File: config.mk
export PLATFORM = sky130hd
export DESIGN_NAME = panel_loader
export DESIGN_NICKNAME = d
export VERILOG_FILES = /design/src/rtl/panel_pkg.sv /design/src/rtl/key_debounce.sv /design/src/rtl/panel_loader.sv
export SDC_FILE = /design/constraint.sdc
export NUM_CORES = 1
export LEC_CHECK = 0
export ABC_AREA = 1
export BUFFER_PORTS_ARGS = -buffer_cell sky130_fd_sc_hd__buf_2
export CAP_MARGIN = 10
export CELL_PAD_IN_SITES_DETAIL_PLACEMENT = 2
export CELL_PAD_IN_SITES_GLOBAL_PLACEMENT = 2
export CORE_MARGIN = 2
export CORE_UTILIZATION = 25
export CTS_BUF_LIST = sky130_fd_sc_hd__clkbuf_4
export DETAILED_ROUTE_END_ITERATION = 7
export PLACE_DENSITY = 0.6
export SYNTH_ARGS = -nofsm -noshare
export SYNTH_HDL_FRONTEND = slang
export SYNTH_SLANG_ARGS = --single-unit
File: constraint.sdc
create_clock -name Clk -period 1.8 [get_ports Clk]
set_input_delay 0.09 -clock Clk [delete_from_list [all_inputs] [get_ports Clk]]
set_output_delay 0.09 -clock Clk [all_outputs]
set_load 0.03 [all_outputs]
File: src/rtl/panel_pkg.sv
// Shared types and sizes for the front-panel word entry path.
// Keys are indexed so the debouncers can be generated in a loop.
package panel_pkg;

  typedef enum logic {
    COLLECT = 1'b0,
    REQ     = 1'b1
  } state_t;

  localparam int NIBBLES_PER_WORD = 4;
  localparam int WORD_W           = 16;
  localparam int ADDR_W           = 8;
  localparam int NIBBLE_W         = 4;
  localparam int COUNT_W          = 3;
  localparam int NUM_KEYS         = 2;
  localparam int KEY_ENTER        = 0;
  localparam int KEY_CLEAR        = 1;
  localparam int DEB_CNT_W        = 16;

endpackage

File: src/rtl/key_debounce.sv
// Two-flop synchronizer followed by a stability counter for one active-low key.
// Emits a single-cycle pulse when the debounced level falls (press only).
module key_debounce
  import panel_pkg::*;
#(
  parameter int unsigned DEBOUNCE_CYCLES = 4
) (
  input  logic i_clk,
  input  logic i_srst,
  input  logic i_key_n,
  output logic o_press
);

  logic                 r_sync1;
  logic                 r_sync2;
  logic                 r_level;
  logic                 r_press;
  logic [DEB_CNT_W-1:0] r_cnt;

  always_ff @(posedge i_clk) begin
    if (i_srst) begin
      r_sync1 <= 1'b1;
      r_sync2 <= 1'b1;
      r_level <= 1'b1;
      r_press <= 1'b0;
      r_cnt   <= '0;
    end else begin
      r_sync1 <= i_key_n;
      r_sync2 <= r_sync1;
      r_press <= 1'b0;
      if (r_sync2 == r_level) begin
        r_cnt <= '0;
      end else if (r_cnt == DEB_CNT_W'(DEBOUNCE_CYCLES - 1)) begin
        // This is the DEBOUNCE_CYCLES-th differing sample: accept it.
        r_level <= r_sync2;
        r_cnt   <= '0;
        r_press <= ~r_sync2;
      end else begin
        r_cnt <= r_cnt + 1'b1;
      end
    end
  end

  assign o_press = r_press;

endmodule

File: src/rtl/panel_loader.sv
// Front-panel entry: debounced enter/clear keys build a 16-bit word from nibbles
// and write it to memory at an auto-incrementing address over req/ack.
module panel_loader
  import panel_pkg::*;
#(
  parameter int unsigned       DEBOUNCE_CYCLES = 4,
  parameter logic [ADDR_W-1:0] START_ADDR      = 8'h00
) (
  input  logic                Clk,
  input  logic                Reset,
  input  logic                KeyEnter_n,
  input  logic                KeyClear_n,
  input  logic [NIBBLE_W-1:0] Nibble,
  input  logic                WrAck,
  output logic                WrReq,
  output logic [ADDR_W-1:0]   WrAddr,
  output logic [WORD_W-1:0]   WrData,
  output logic [WORD_W-1:0]   Entry,
  output logic [COUNT_W-1:0]  Count
);

  logic [NUM_KEYS-1:0] w_keys_n;
  logic [NUM_KEYS-1:0] w_press;

  assign w_keys_n[KEY_ENTER] = KeyEnter_n;
  assign w_keys_n[KEY_CLEAR] = KeyClear_n;

  genvar gi;
  generate
    for (gi = 0; gi < NUM_KEYS; gi++) begin : g_key
      key_debounce #(
        .DEBOUNCE_CYCLES(DEBOUNCE_CYCLES)
      ) u_key (
        .i_clk  (Clk),
        .i_srst (Reset),
        .i_key_n(w_keys_n[gi]),
        .o_press(w_press[gi])
      );
    end
  endgenerate

  state_t               r_state;
  state_t               w_state_next;
  logic                 r_req;
  logic                 w_req_next;
  logic [ADDR_W-1:0]    r_addr;
  logic [ADDR_W-1:0]    w_addr_next;
  logic [WORD_W-1:0]    r_data;
  logic [WORD_W-1:0]    w_data_next;
  logic [WORD_W-1:0]    r_entry;
  logic [WORD_W-1:0]    w_entry_next;
  logic [WORD_W-1:0]    w_entry_shift;
  logic [COUNT_W-1:0]   r_count;
  logic [COUNT_W-1:0]   w_count_next;

  assign w_entry_shift = {r_entry[WORD_W-NIBBLE_W-1:0], Nibble};

  always_ff @(posedge Clk) begin
    if (Reset) begin
      r_state <= COLLECT;
      r_req   <= 1'b0;
      r_addr  <= START_ADDR;
      r_data  <= '0;
      r_entry <= '0;
      r_count <= '0;
    end else begin
      r_state <= w_state_next;
      r_req   <= w_req_next;
      r_addr  <= w_addr_next;
      r_data  <= w_data_next;
      r_entry <= w_entry_next;
      r_count <= w_count_next;
    end
  end

  always_comb begin
    w_state_next = r_state;
    w_req_next   = r_req;
    w_addr_next  = r_addr;
    w_data_next  = r_data;
    w_entry_next = r_entry;
    w_count_next = r_count;
    case (r_state)
      COLLECT: begin
        // Clear beats a simultaneous enter; that nibble is lost.
        if (w_press[KEY_CLEAR]) begin
          w_entry_next = '0;
          w_count_next = '0;
        end else if (w_press[KEY_ENTER]) begin
          w_entry_next = w_entry_shift;
          w_count_next = r_count + 1'b1;
          if (r_count == COUNT_W'(NIBBLES_PER_WORD - 1)) begin
            w_data_next  = w_entry_shift;
            w_req_next   = 1'b1;
            w_state_next = REQ;
          end
        end
      end
      REQ: begin
        // Key pulses are dropped here; only the ack moves us on.
        if (r_req && WrAck) begin
          w_req_next   = 1'b0;
          w_addr_next  = r_addr + 1'b1;
          w_entry_next = '0;
          w_count_next = '0;
          w_state_next = COLLECT;
        end
      end
      default: begin
        w_state_next = COLLECT;
      end
    endcase
  end

  assign WrReq  = r_req;
  assign WrAddr = r_addr;
  assign WrData = r_data;
  assign Entry  = r_entry;
  assign Count  = r_count;

endmodule
==> run summary <==
The flow ran to the end, and the final reports show no timing, DRC or antenna violations. The endpoint required time on the critical path is approximately 2.2 ns. The total grt overflow came out at 0. By startpoint and endpoint, the worst setup path is classified as reg2reg.

The post-CTS clock slew at the launch and capture registers of the worst setup and hold paths came out at about 0.14 ns. The worst register-to-register path has a depth of 6. The via count normalized by instance count is between 4 and 5.

The repair_antennas step left the layout with diodes totalling 0. The net switching share of the total power came out at a little under a quarter. The total die area is approximately 16,000 um2. The clock network is responsible for 39.2% of the overall power. The H-tree was split into 3 levels. The worst pin sits at a relative slew slack of between 70% and 80%.

The count of final setup violators came out at 0. The number of instances on the worst hold path came out at 5. The net count after synthesis came out at 508. The total wire length came out at 10.2 mm. Along the worst path, the maximum fanout reaches 8. The shortest clock period the worst path allows after layout is 1.52 ns.

The share of final-layout standard cells stronger than drive strength 1 came out at 16.0%. For this run, design rule violations remaining after detail routing come to 0. The maximum clock frequency is 656 MHz.

For hold timing, the worst endpoint is WrAddr[1]$_SDFFE_PP0P_. In this run, synthesis produced a sequential element count of 85. At the end of the flow, the number of nets in the layout was 570. The reg-to-reg critical path startpoint is g_key[0].u_key.r_cnt[0]$_SDFF_PP0_. The total vias in the final route is 3,367. The critical path launch point is g_key[0].u_key.r_cnt[0]$_SDFF_PP0_. After synthesis, the largest area contributor takes up 46.6% of total cell area. The count of input and output buffers is 52. The internal reg-to-reg setup slack is between 0.2 and 0.3 ns. The switching component of the power came out at approximately 730 uW. The clock sink total is 85. The clock latency on the worst-skew pair came out at 0.45 ns. The internal cell power is 2.51 mW. Once the floorplan was initialized, standard cells occupied approximately 25% of the core.

The number of hold violations in the final report was 0. The initialized floorplan defines 44 standard-cell rows. The async set or reset register ratio after synthesis is 0%. With fillers left out, the area of the finished cells amounts to about 4300 um2. In this run, placement finished with an instance count of slightly above 700. The chip height came out at 125 um. The warning count from the yosys run is 0. The residual antenna-violating net count after detailed routing came out at 0. The worst register-to-register path ends at g_key[0].u_key.r_cnt[10]$_SDFF_PP0_. The synthesized area is 3650 um2. The number of top-level pins came out at 53. The half-perimeter wire length of the detailed placement result came out at between 7 and 8 mm. The most common cell in the netlist is nand2_1. The number of buffers inserted by post-CTS setup repair is 0. STA classifies the critical path endpoint as a flop. The number of pins exceeding their max-slew limit in the final report came out at 0. The width of the die came out at 125 um. Counting every instance in the synthesized netlist gives 494. TritonCTS built the clock tree. The slew at the pin closest to its max-slew limit is 0.379 ns. The first-pass GRT wire length came out at 17.9 mm. The routability congestion estimate from global placement came out at 0.716. The tightest min-delay check is of the in2reg type.

The average wire per cell in the routed design came out at 13.7 um. The register share of total power came out at 58.4%. After synthesis, flip-flops and latches occupy a little under half of the total area. Power spread over the standard cell area amounts to roughly 750 nW/um2. Per report_power, the combinational group accounts for 2.4% of the total. The number of global-route vias before repair came out at 3,592. By area the synthesized netlist is led by dfxtp_1 47%, nand2_1 10%, a21oi_1 8.1%. The worst setup path is launched from a flop. After detailed placement, the total cell area comes to 4100 um2.

The final clock skew is 0.00503 ns. The first detailed-routing pass took 4 iterations. The worst-case IR drop observed on VDD is 0.348 mV. The count of flip-flops with a built-in enable after synthesis came out at 0. The clock passes through at most 2 buffers. The area growth from synthesis to layout came out at 18.7%. The initial antenna violation count is 0.

For this run, the leading register cell type out of synthesis is dfxtp_1. The total routing resource utilization after global routing came out at 14.0%. Data on the critical path arrives at its endpoint at roughly 1.9 ns.

The mean post-synth cell area is 7.39 um2. Setup repair after global routing left no endpoint under its margin. The max-capacitance violation count is 0. The final clock period utilization by the worst path is 84.7%. Entering global routing, the biggest net connects 35 pins. The root cell of the clock tree is clkbuf_4. The number of resized instances in the post-cts repair step is 0. The non-filler instance count after layout came out at 745.

The largest total area in the synthesized netlist belongs to dfxtp_1. The startpoint identified for the worst hold timing path is WrAck. The post-synthesis cell type count is 27.

By count the netlist is led by 99 x nand2_1, 85 x dfxtp_1, 66 x inv_1. In this run, CTS created clock tree buffers numbering 9. The area inside the core boundary is approximately 14,000 um2.

The aggregate negative setup slack is 0 ns. The leakage power came out at 1.72 nW. The first routing iteration left approximately 110 violations.
[worst max-delay path, stage by stage (launching register included)]
cell and delay (ns):
dfxtp_1 0.38, ha_1 0.22, nand3_1 0.14, nor2_2 0.33
nand2_1 0.12, xor2_1 0.17, nor2_1 0.05
[through the flow]
step	util (%)	setup slack (ns)	power, mW	hold slack [ns]
6_report	30.0	0.276	3.24	0.0594
5_1_grt	30.0	0.106	3.41	0.0486
4_1_cts	30.0	0.246	3.32	0.0223
3_5_place_dp	28.5	0.252	2.00	0.284
3_3_place_gp	28.5	0.315	2.00	0.282
2_1_floorplan	-	0.342	1.97	0.194
[power groups by stage]
stage / registers, mW / clock network [mW] / logic, mW
6_report: 1.89 / 1.27 / 0.0790
5_1_grt: 1.89 / 1.43 / 0.0906
4_1_cts: 1.89 / 1.35 / 0.0830
3_5_place_dp: 1.93 / 0 / 0.0712
3_3_place_gp: 1.93 / 0 / 0.0689
2_1_floorplan: 1.93 / 0 / 0.0371
[worst max-delay path by stage]
stage / slack (ns) / cells after the start / end
after floorplan: 0.34 / 6 / WrData[4]$_SDFFE_PP0P_
after global placement: 0.31 / 5 / WrData[14]$_SDFFE_PP0P_
after detailed placement: 0.25 / 5 / WrData[12]$_SDFFE_PP0P_
after CTS: 0.25 / 5 / WrData[10]$_SDFFE_PP0P_
after global routing: 0.11 / 5 / WrData[15]$_SDFFE_PP0P_
final: 0.28 / 6 / g_key[0].u_key.r_cnt[10]$_SDFF_PP0_
[sequential cells by signal (all words and copies together) (netlist names)]
| name | cells |
|---|---|
| Count | 3 |
| Entry | 16 |
| WrAddr | 8 |
| WrData | 16 |
| WrReq | 1 |
| g_key.u_key.o_press | 2 |
| g_key.u_key.r_cnt | 32 |
| g_key.u_key.r_level | 2 |
| g_key.u_key.r_sync1 | 2 |
| g_key.u_key.r_sync2 | 2 |
| r_state | 1 |
[final cells by class]
type                       count  area, um2
clock buffer                  11       82.6
clock inverter                 5       75.1
fill                        1745      10100
inverter                      67        254
multi-input combinational    328       1600
sequential                    85       1700
tap                          184        230
timing repair buffer          65        388
[logic make-up after synthesis]
| group | synth area share [%] |
|---|---|
| compound gates | 12.2 |
| xor+xnor | 2.40 |
| fa+ha+maj | 1.71 |
| buf+inv | 9.53 |
| flops | 46.6 |
| simple gates | 27.5 |
[cell usage in the layout, fill, tap and decap left out]
cell type	synthesis	routed
nor2_1	52	52
ha_1	5	5
or2_2	8	8
nand2_1	99	99
nand3_4	1	1
inv_1	66	66
bufinv_16	0	2
xor2_1	8	8
o31ai_1	1	1
clkinv_1	0	2
xnor2_1	2	2
a21oi_1	59	59
buf_2	3	52
o21bai_1	2	2
nand3_1	45	45
nand2_4	2	2
buf_12	0	1
dfxtp_1	85	85
nand3_2	1	1
o21ai_1	11	11
buf_4	2	5
clkinvlp_4	0	1
nor3_1	4	4
o21a_1	1	1
dlygate4sd3_1	0	7
nor2_4	1	1
clkbuf_4	0	11
o21ai_0	13	13
nand4_1	9	9
nor2_2	4	4
inv_4	1	1
[routing by layer]
layer | part of all wire, % | up-vias | GRT usage, %
met2 | 47 | 31 | 23.7
met4 | 0.95 | 0 | 3.14
met1 | 49 | 1625 | 17.7
met5 | 0 | - | 0
met3 | 3.1 | 8 | 4.08
li1 | - | 1703 | -
[timing repair]
action | CTS | global route
hold buffers | 7 | 0
setup endpoints to repair | 0 | 0
endpoints found under the hold margin | 13 | 0
Power figures use the tool's default switching activity.
